$ cat src/rtl/alu_pkg.sv
// ----------------------------------------------------------------------------
// alu_pkg
// Shared constants and types for the ALU sequential divide path. The dividend,
// quotient, remainder and divisor registers all use word_t so their widths
// stay in step.
// ----------------------------------------------------------------------------
package alu_pkg;

    localparam int DATA_W = 32;
    // Needs one more bit than log2(DATA_W) so it can hold the value DATA_W.
    localparam int LZC_W  = $clog2(DATA_W) + 1;

    typedef logic [DATA_W-1:0] word_t;

endpackage : alu_pkg

$ cat src/rtl/divisor_reg_if.sv
// ----------------------------------------------------------------------------
// divisor_reg_if
// Bundles the write side and the read side of the divisor holding register.
//   divisor_in   : value to capture (master -> slave)
//   wrctrl       : capture strobe   (master -> slave)
//   divisor_out  : stored divisor   (slave -> master)
//   divisor_zero : stored divisor is zero (slave -> master)
//   divisor_lzc  : leading-zero count of the stored divisor (slave -> master)
// The master modport belongs to the divide control; the slave modport belongs
// to divisor_reg.
// ----------------------------------------------------------------------------
interface divisor_reg_if #(
    parameter int WIDTH = 32,
    parameter int LZC_W = $clog2(WIDTH) + 1
);

    logic [WIDTH-1:0] divisor_in;
    logic             wrctrl;
    logic [WIDTH-1:0] divisor_out;
    logic             divisor_zero;
    logic [LZC_W-1:0] divisor_lzc;

    modport master (
        output divisor_in,
        output wrctrl,
        input  divisor_out,
        input  divisor_zero,
        input  divisor_lzc
    );

    modport slave (
        input  divisor_in,
        input  wrctrl,
        output divisor_out,
        output divisor_zero,
        output divisor_lzc
    );

endinterface : divisor_reg_if

$ cat src/rtl/lzc_count.sv
// ----------------------------------------------------------------------------
// lzc_count
// Parameterized leading-zero counter. It counts the consecutive zero bits
// starting at the MSB of value. An all-zero input gives WIDTH. The remainder
// normalizer also uses this block.
//   value : WIDTH-bit input word
//   count : LZC_W-bit leading-zero count (0 .. WIDTH)
// ----------------------------------------------------------------------------
module lzc_count #(
    parameter int WIDTH = 32,
    parameter int LZC_W = $clog2(WIDTH) + 1
) (
    input  logic [WIDTH-1:0] value,
    output logic [LZC_W-1:0] count
);

    // The scan runs from the LSB upward, so the highest set bit is the last
    // one written. That bit fixes the count.
    always_comb begin
        count = LZC_W'(WIDTH);
        for (int i = 0; i < WIDTH; i++) begin
            if (value[i]) begin
                count = LZC_W'(WIDTH - 1 - i);
            end
        end
    end

endmodule : lzc_count

$ cat src/rtl/divisor_reg.sv
// ----------------------------------------------------------------------------
// divisor_reg
// Holding register for the divisor of the 32-bit sequential divider. It
// captures divisor_in on wrctrl and holds the value for the whole division.
// It also exports a zero flag and a leading-zero count. Both are derived only
// from the stored value, so divisor_in has no path to any output.
//   clk  : rising-edge clock
//   rst  : synchronous active-high reset; it takes priority over wrctrl
//   bus  : divisor_reg_if.slave (divisor_in, wrctrl, divisor_out,
//          divisor_zero, divisor_lzc)
// Build option: define DIVISOR_LZC_EN to include the leading-zero counter.
// Without it, divisor_lzc reads 0 and the port list does not change.
// ----------------------------------------------------------------------------
module divisor_reg
    import alu_pkg::DATA_W;
#(
    parameter int WIDTH = DATA_W,
    parameter int LZC_W = $clog2(WIDTH) + 1
) (
    input  logic            clk,
    input  logic            rst,
    divisor_reg_if.slave    bus
);

    logic [WIDTH-1:0] div_q;

    // Storage: reset clears the register, a write loads it, and otherwise it
    // holds. Back-to-back writes reload on every edge.
    always_ff @(posedge clk) begin
        if (rst) begin
            div_q <= '0;
        end else if (bus.wrctrl) begin
            div_q <= bus.divisor_in;
        end
    end

    assign bus.divisor_out  = div_q;
    assign bus.divisor_zero = (div_q == '0);

`ifdef DIVISOR_LZC_EN
    lzc_count #(
        .WIDTH (WIDTH),
        .LZC_W (LZC_W)
    ) u_lzc (
        .value (div_q),
        .count (bus.divisor_lzc)
    );
`else
    assign bus.divisor_lzc = '0;
`endif

endmodule : divisor_reg

$ cat src/flat_wrapper.sv
// flat-port wrapper written by rule: the top's interface ports become plain ports
module divisor_reg_flat import alu_pkg::DATA_W;
#(
    parameter int WIDTH = DATA_W,
    parameter int LZC_W = $clog2(WIDTH) + 1
)
  (clk, rst, bus_divisor_in, bus_wrctrl, bus_divisor_out, bus_divisor_zero, bus_divisor_lzc);
  divisor_reg_if #(.WIDTH(WIDTH), .LZC_W(LZC_W)) bus_i ();
  input  logic clk;
  input  logic rst;
  input wire logic [$bits(bus_i.divisor_in)-1:0] bus_divisor_in;
  input wire logic [$bits(bus_i.wrctrl)-1:0] bus_wrctrl;
  output wire logic [$bits(bus_i.divisor_out)-1:0] bus_divisor_out;
  output wire logic [$bits(bus_i.divisor_zero)-1:0] bus_divisor_zero;
  output wire logic [$bits(bus_i.divisor_lzc)-1:0] bus_divisor_lzc;
  assign bus_i.divisor_in = bus_divisor_in;
  assign bus_i.wrctrl = bus_wrctrl;
  assign bus_divisor_out = bus_i.divisor_out;
  assign bus_divisor_zero = bus_i.divisor_zero;
  assign bus_divisor_lzc = bus_i.divisor_lzc;
  divisor_reg #(.WIDTH(WIDTH), .LZC_W(LZC_W)) u_core (.clk(clk), .rst(rst), .bus(bus_i));
endmodule
$ cat config.mk
export PLATFORM = sky130hd
export DESIGN_NAME = divisor_reg_flat
export DESIGN_NICKNAME = d
export VERILOG_FILES = /design/src/rtl/alu_pkg.sv /design/src/rtl/divisor_reg_if.sv /design/src/rtl/lzc_count.sv /design/src/rtl/divisor_reg.sv /design/src/flat_wrapper.sv
export SDC_FILE = /design/constraint.sdc
export NUM_CORES = 1
export LEC_CHECK = 0
export ABC_AREA = 1
export BUFFER_PORTS_ARGS = -buffer_cell sky130_fd_sc_hd__buf_4
export CAP_MARGIN = 20
export CORE_MARGIN = 2
export CORE_UTILIZATION = 45
export CTS_CLUSTER_DIAMETER = 80
export CTS_CLUSTER_SIZE = 30
export DETAILED_ROUTE_END_ITERATION = 10
export GPL_TIMING_DRIVEN = 0
export PLACE_DENSITY_LB_ADDON = 0.15
export SLEW_MARGIN = 10
export SYNTH_ARGS = -nofsm -noshare
export SYNTH_HDL_FRONTEND = slang
export SYNTH_HIERARCHICAL = 1
export SYNTH_SLANG_ARGS = --single-unit
$ cat constraint.sdc
create_clock -name clk -period 0.8 [get_ports clk]
set_input_delay 0.08 -clock clk [delete_from_list [all_inputs] [get_ports clk]]
set_output_delay 0.08 -clock clk [all_outputs]
set_load 0.01 [all_outputs]
==> flow_summary.json, run 1 <==
{
  "syn_area_sq_um": 1530,
  "muxShareOfSynthArea_pct": 0,
  "endpoint_kind": "output pin",
  "via_per_inst": 4.70,
  "coreArea_sq_um": 3280,
  "grt_max_degree": 11,
  "wl_per_cell_um": 15.1,
  "mostFrequentLayoutCells": "buf_4 (55), buf_6 (51), nand2_1 (44), dlygate4sd3_1 (32)",
  "worst_slack_ns": -0.605,
  "crit_chain": "nor2_1 > nand2_1 > nor2_1 > nand2_1 > nor2_2 > buf_6",
  "seq_area_frac_synth_pct": 42.0,
  "synthTopCellsByArea": "dfxtp_1 (42%), a21oi_2 (17%), nand2_2 (12%)",
  "area_delta_synth_final_pct": 94.1,
  "worst-path-max-fanout": 2,
  "critPathLaunchType": "flop",
  "finClkSkew_ns": 0,
  "avgSynthCellArea_sq_um": 8.62,
  "fmax_mhz": 711,
  "leakage_nw": 1.33,
  "min_path_type": "primary input to flop",
  "hold_violations": 0,
  "die_x_um": 62.2,
  "track_usage_pct": 22.7,
  "met3_wirelength_um": 203,
  "min_period_ns": 1.41,
  "dr_wl_met2_um": 2940,
  "vdd_drop_max_mv": 1.08,
  "fin_crit_sh_pct": 176,
  "clockRootBuffer": "clkbuf_4",
  "synth_top_area_share_pct": 42.0,
  "antenna_cells": 0,
  "synth_simple_gate_area_share_pct": 28.3,
  "status": "complete, but fails checks",
  "firstDrtPassIters": 4,
  "crit_path_top_delay_cell": "dfxtp_2",
  "rsz0062_at_grt": "true",
  "violations": "setup timing",
  "topRoutingLayerUsed": "met4",
  "overflow": 0,
  "slew_viol_final": 0,
  "synth-compound-area-share_pct": 17.9,
  "cts_tree": "done",
  "final_area_sq_um": 2960,
  "drv_cap": 0,
  "synthCells": 177,
  "hpwl_um": 2400,
  "worstPathRequired_ns": 0.72,
  "cts_buffers": 5,
  "die_y_um": 62.2,
  "yosys_warnings": 6,
  "yosysTopAreaCell": "dfxtp_1",
  "synth_fa_ha_area_share_pct": 0,
  "crit_path_max_incr_delay_ns": 0.34,
  "clk-insertion-delay-late_ns": 0.35,
  "io_pins": 74,
  "setup_violations": 35,
  "vias": 1711,
  "num_rows": 21,
  "grt_pass1_vias": 1581,
  "wl_met1_um": 2250,
  "nets": 352,
  "timing.hold.ws_ns": 0.00114,
  "die_area_sq_um": 3870,
  "final_common_cell": "buf_4",
  "portBuffers": 66,
  "dpl_cell_area_sq_um": 2120,
  "antenna_found_initial": 0,
  "gp_congestion": 0.758,
  "synth_top_family_by_area": "simple AND/OR/NAND/NOR gates",
  "htreeDepth": 2,
  "grt_pass1_wl_um": 7070,
  "ys_seq_elements": 32,
  "final_layout_size_suffix_gt1_share_pct": 68.6,
  "clkTransAtPathRegs_ns": 0.10,
  "crit_type": "flop to output pin",
  "start_util_pct": 46.4,
  "drc_errors": 0,
  "cellPowerDensity_nw_per_um2": 1320,
  "arrival_ns": 1.33,
  "wirelength_um": 5500,
  "synth_xor_area_share_pct": 0,
  "clkSinkCount": 32,
  "yosysUniqueCellTypes": 12,
  "clockBufferDepth": 2,
  "largest_register_ffs": 32,
  "drtAntennaViolNets": 0,
  "drtIter0Drc": 98,
  "dp_worst_setup_slack_ns": -0.173
}
## synthesized netlist by cell type (all sizes together)
library cell / number
a21oi: 32
buf: 16
conb: 1
dfxtp: 32
inv: 1
nand2: 74
nor2: 21
## logic make-up after synthesis
group	count (synthesis)
buffers and inverters	17
and+or+nand+nor	95
other	1
DFF	32
AOI/OAI and AO/OA	32
## routing by layer
| layer | global-route usage (%) | vias to the layer above |
|---|---|---|
| met5 | 0 | - |
| met3 | 5.25 | 11 |
| met4 | 8.06 | 0 |
| li1 | - | 827 |
| met1 | 26.2 | 816 |
| met2 | 41.2 | 57 |
## critical path, delay by kind of cell (launching register included)
kind                   cells  cell delay (ns)
AND/OR/NAND/NOR            5             0.53
flip-flops                 1             0.34
buffers and inverters      1             0.11
## layout make-up
type                       instances  area (sq um)
timing repair buffer             128          1220
sequential                        32           706
fill                             139           324
buffer                            16           165
clock buffer                       8          58.8
inverter                           1          11.3
tap                               46          57.6
multi-input combinational        133           744
## final timing paths
kind | depth (start not counted) | end | from | slack, ns
worst max-delay path | 6 | bus_divisor_zero | u_core/bus.divisor_out[8] | -0.61
worst min-delay path | 3 | u_core/bus.divisor_out[30] | bus_wrctrl | 0.001
worst max register to register | 4 | u_core/bus.divisor_out[22] | u_core/bus.divisor_out[22] | -0.01
worst min register to register | 2 | u_core/bus.divisor_out[20] | u_core/bus.divisor_out[20] | 0.48
## timing repair
item                                   4_1_cts  5_1_grt
buffers inserted                            15       19
hold buffers                                32        0
gates resized for setup                     56       27
endpoints found under the hold margin       31        0
cloned                                       0        0
pin swaps                                    4        8
setup endpoints to repair                   33       34
## where the power goes
group          total, W  leakage [nW]  switching [W]  internal [W]
combinational   0.00115          1.01       0.000473      0.000673
clock           0.00101        0.0326       0.000573      0.000433
sequential      0.00177         0.279      0.0000900       0.00168
total           0.00392          1.33        0.00114       0.00279
## per-stage QoR
| step | utilization [%] | std cells | total power (W) | TNS, ns |
|---|---|---|---|---|
| 2_1_floorplan | - | 182 | 0.00223 | -0.0375 |
| 3_3_place_gp | 64.5 | 294 | 0.00255 | -0.172 |
| 3_5_place_dp | 64.5 | 294 | 0.00255 | -0.173 |
| 4_1_cts | 84.6 | 349 | 0.00379 | -4.84 |
| 5_1_grt | 90.1 | 364 | 0.00409 | -6.69 |
| 6_report | 90.1 | 364 | 0.00392 | -5.61 |
(Power assumes the default switching activity.)
==> run 2: changes to the inputs <==
--- a/config.mk
+++ b/config.mk
@@ -9,9 +9,9 @@
 export BUFFER_PORTS_ARGS = -buffer_cell sky130_fd_sc_hd__buf_4
 export CAP_MARGIN = 20
 export CORE_MARGIN = 2
-export CORE_UTILIZATION = 45
+export CORE_UTILIZATION = 41
 export CTS_CLUSTER_DIAMETER = 80
-export CTS_CLUSTER_SIZE = 30
+export CTS_CLUSTER_SIZE = 40
 export DETAILED_ROUTE_END_ITERATION = 10
 export GPL_TIMING_DRIVEN = 0
 export PLACE_DENSITY_LB_ADDON = 0.15
==> constraint.sdc (replaced) <==
create_clock -name clk -period 1.2 [get_ports clk]
set_input_delay 0.12 -clock clk [delete_from_list [all_inputs] [get_ports clk]]
set_output_delay 0.12 -clock clk [all_outputs]
set_load 0.01 [all_outputs]
==> run 2 against run 1 <==
Compared with the run above: the flow still finishes with violations (setup timing); non-clock buffer count is 55 lower; clock power is 14% lower; register-to-register slack improved by 0.54 ns; sequential share of layout area grew 5.0 points; flip-flop and latch count did not move; critical path depth did not move; highest routed layer unchanged; largest power group unchanged; final area fell by 23%; wire length is 39% lower; critical path type unchanged; clock-buffer cell count fell by 1; via count down 21%; global-route usage is 6.0 points lower.
==> flow_summary.json, run 2 (same netlist as run 1, synthesis figures left out) <==
{
  "nets": 297,
  "rsz0062_at_grt": "true",
  "cellPowerDensity_nw_per_um2": 1130,
  "setup_violations": 1,
  "slew_viol_final": 0,
  "grt_pass1_wl_um": 5390,
  "clockBufferDepth": 2,
  "arrival_ns": 1.19,
  "r2r_start": "u_core/bus.divisor_out[17]",
  "reg2reg_to": "u_core/bus.divisor_out[17]",
  "final_layout_size_suffix_gt1_share_pct": 65.6,
  "num_rows": 22,
  "finClkSkew_ns": 0,
  "area_delta_synth_final_pct": 49.0,
  "finalPower_w": 0.00257,
  "drc_errors": 0,
  "grt_max_degree": 11,
  "cts_buffers": 5,
  "drtAntennaViolNets": 0,
  "clkTransAtPathRegs_ns": 0.06,
  "worstPathRequired_ns": 1.08,
  "critPathLaunchType": "flop",
  "cts_tree": "done",
  "grt_pass1_vias": 1299,
  "min_path_cells": 2,
  "final_common_cell": "buf_4",
  "mostFrequentLayoutCells": "buf_4 (79), nand2_1 (44), nand2_2 (30), a21oi_2 (30), dfxtp_1 (21)",
  "min_from": "rst",
  "min_path_type": "primary input to flop",
  "die_area_sq_um": 4220,
  "clockRootBuffer": "clkbuf_8",
  "fmax_mhz": 764,
  "wl_per_cell_um": 10.8,
  "clkSinkCount": 32,
  "leakage_nw": 1.04,
  "gp_congestion": 0.737,
  "htreeDepth": 2,
  "drtIter0Drc": 40,
  "setup_tns_ns": -0.108,
  "wirelength_um": 3350,
  "start_util_pct": 42.3,
  "crit_chain": "nor2_1 > nand2_1 > nor2_2 > nand2_1 > nor2_1 > buf_4",
  "crit_path_top_delay_cell": "dfxtp_2",
  "min_period_ns": 1.31,
  "antenna_cells": 0,
  "hpwl_um": 2430,
  "crit_path_max_incr_delay_ns": 0.33,
  "worst_slack_ns": -0.108,
  "die_y_um": 65.0,
  "firstDrtPassIters": 4,
  "clk-insertion-delay-late_ns": 0.28,
  "coreArea_sq_um": 3610,
  "largest_register_ffs": 32,
  "track_usage_pct": 16.7,
  "violations": "setup timing",
  "antenna_found_initial": 0,
  "status": "complete, but fails checks",
  "worst-path-max-fanout": 3,
  "reg2reg_depth": 3,
  "vias": 1352,
  "overflow": 0,
  "io_pins": 74,
  "r2r_slack_ns": 0.53,
  "vdd_drop_max_mv": 0.608,
  "endpoint_kind": "output pin",
  "fin_crit_sh_pct": 109,
  "crit_type": "flop to output pin",
  "portBuffers": 66,
  "drv_cap": 0,
  "via_per_inst": 4.36,
  "holdPathEnd": "u_core/bus.divisor_out[30]",
  "die_x_um": 65.0,
  "hold_violations": 0
}
[run 2: worst max-delay path by stage]
stage / from / endpoint / slack (ns) / cells after the start
finish: u_core/bus.divisor_out[14] / bus_divisor_zero / -0.11 / 6
detailed placement: u_core/bus.divisor_out[16] / bus_divisor_zero / 0.13 / 6
global placement: u_core/bus.divisor_out[16] / bus_divisor_zero / 0.12 / 6
CTS: u_core/bus.divisor_out[11] / bus_divisor_zero / -0.10 / 6
global route: u_core/bus.divisor_out[21] / bus_divisor_zero / -0.19 / 6
floorplan: u_core/bus.divisor_out[26] / bus_divisor_zero / 0.27 / 5
[run 2: worst max-delay path: cells and delay by family (launching register included)]
kind	cells	cell delay [ns]
buffers and inverters	1	0.13
AND/OR/NAND/NOR	5	0.46
flip-flops	1	0.33
[run 2: power by group]
part / switching [W] / internal, W
clock network: 0.000363 / 0.000510
logic: 0.000240 / 0.000282
registers: 0.0000490 / 0.00113
[run 2: stage by stage]
stage	cells	hold slack, ns	util (%)	setup slack [ns]	cell area [sq um]
finish	310	0.0248	63.0	-0.108	2270
global route	310	0.0122	63.0	-0.190	2270
CTS	310	0.0137	62.8	-0.101	2260
detailed placement	296	0.311	58.2	0.134	2100
global placement	296	0.312	58.2	0.124	2100
floorplan	182	0.189	-	0.275	1540
[run 2: per-layer routing]
layer	GRT usage (%)	wire length, um	vias up
li1	-	-	710
met1	19.5	1450	595
met2	27.8	1660	43
met3	6.42	216	4
met4	5.59	23	0
met5	0	0	-
[run 2: cell type report]
type,instances,area (sq um)
fillers,350,1330
repair buffers,73,548
clock buffers,7,96.3
plain buffers,16,165
flip-flops and latches,32,654
multi-input cells,133,737
well taps,48,60.1
inverters,1,11.3
[run 2: repair_timing]
| action | 4_1_cts | 5_1_grt |
|---|---|---|
| hold endpoints to repair | 0 | 0 |
| hold buffers | 0 | 0 |
| gates resized for setup | 11 | 4 |
| pin swaps | 5 | 4 |
| setup buffers | 7 | 0 |
| endpoints found under the setup margin | 1 | 1 |
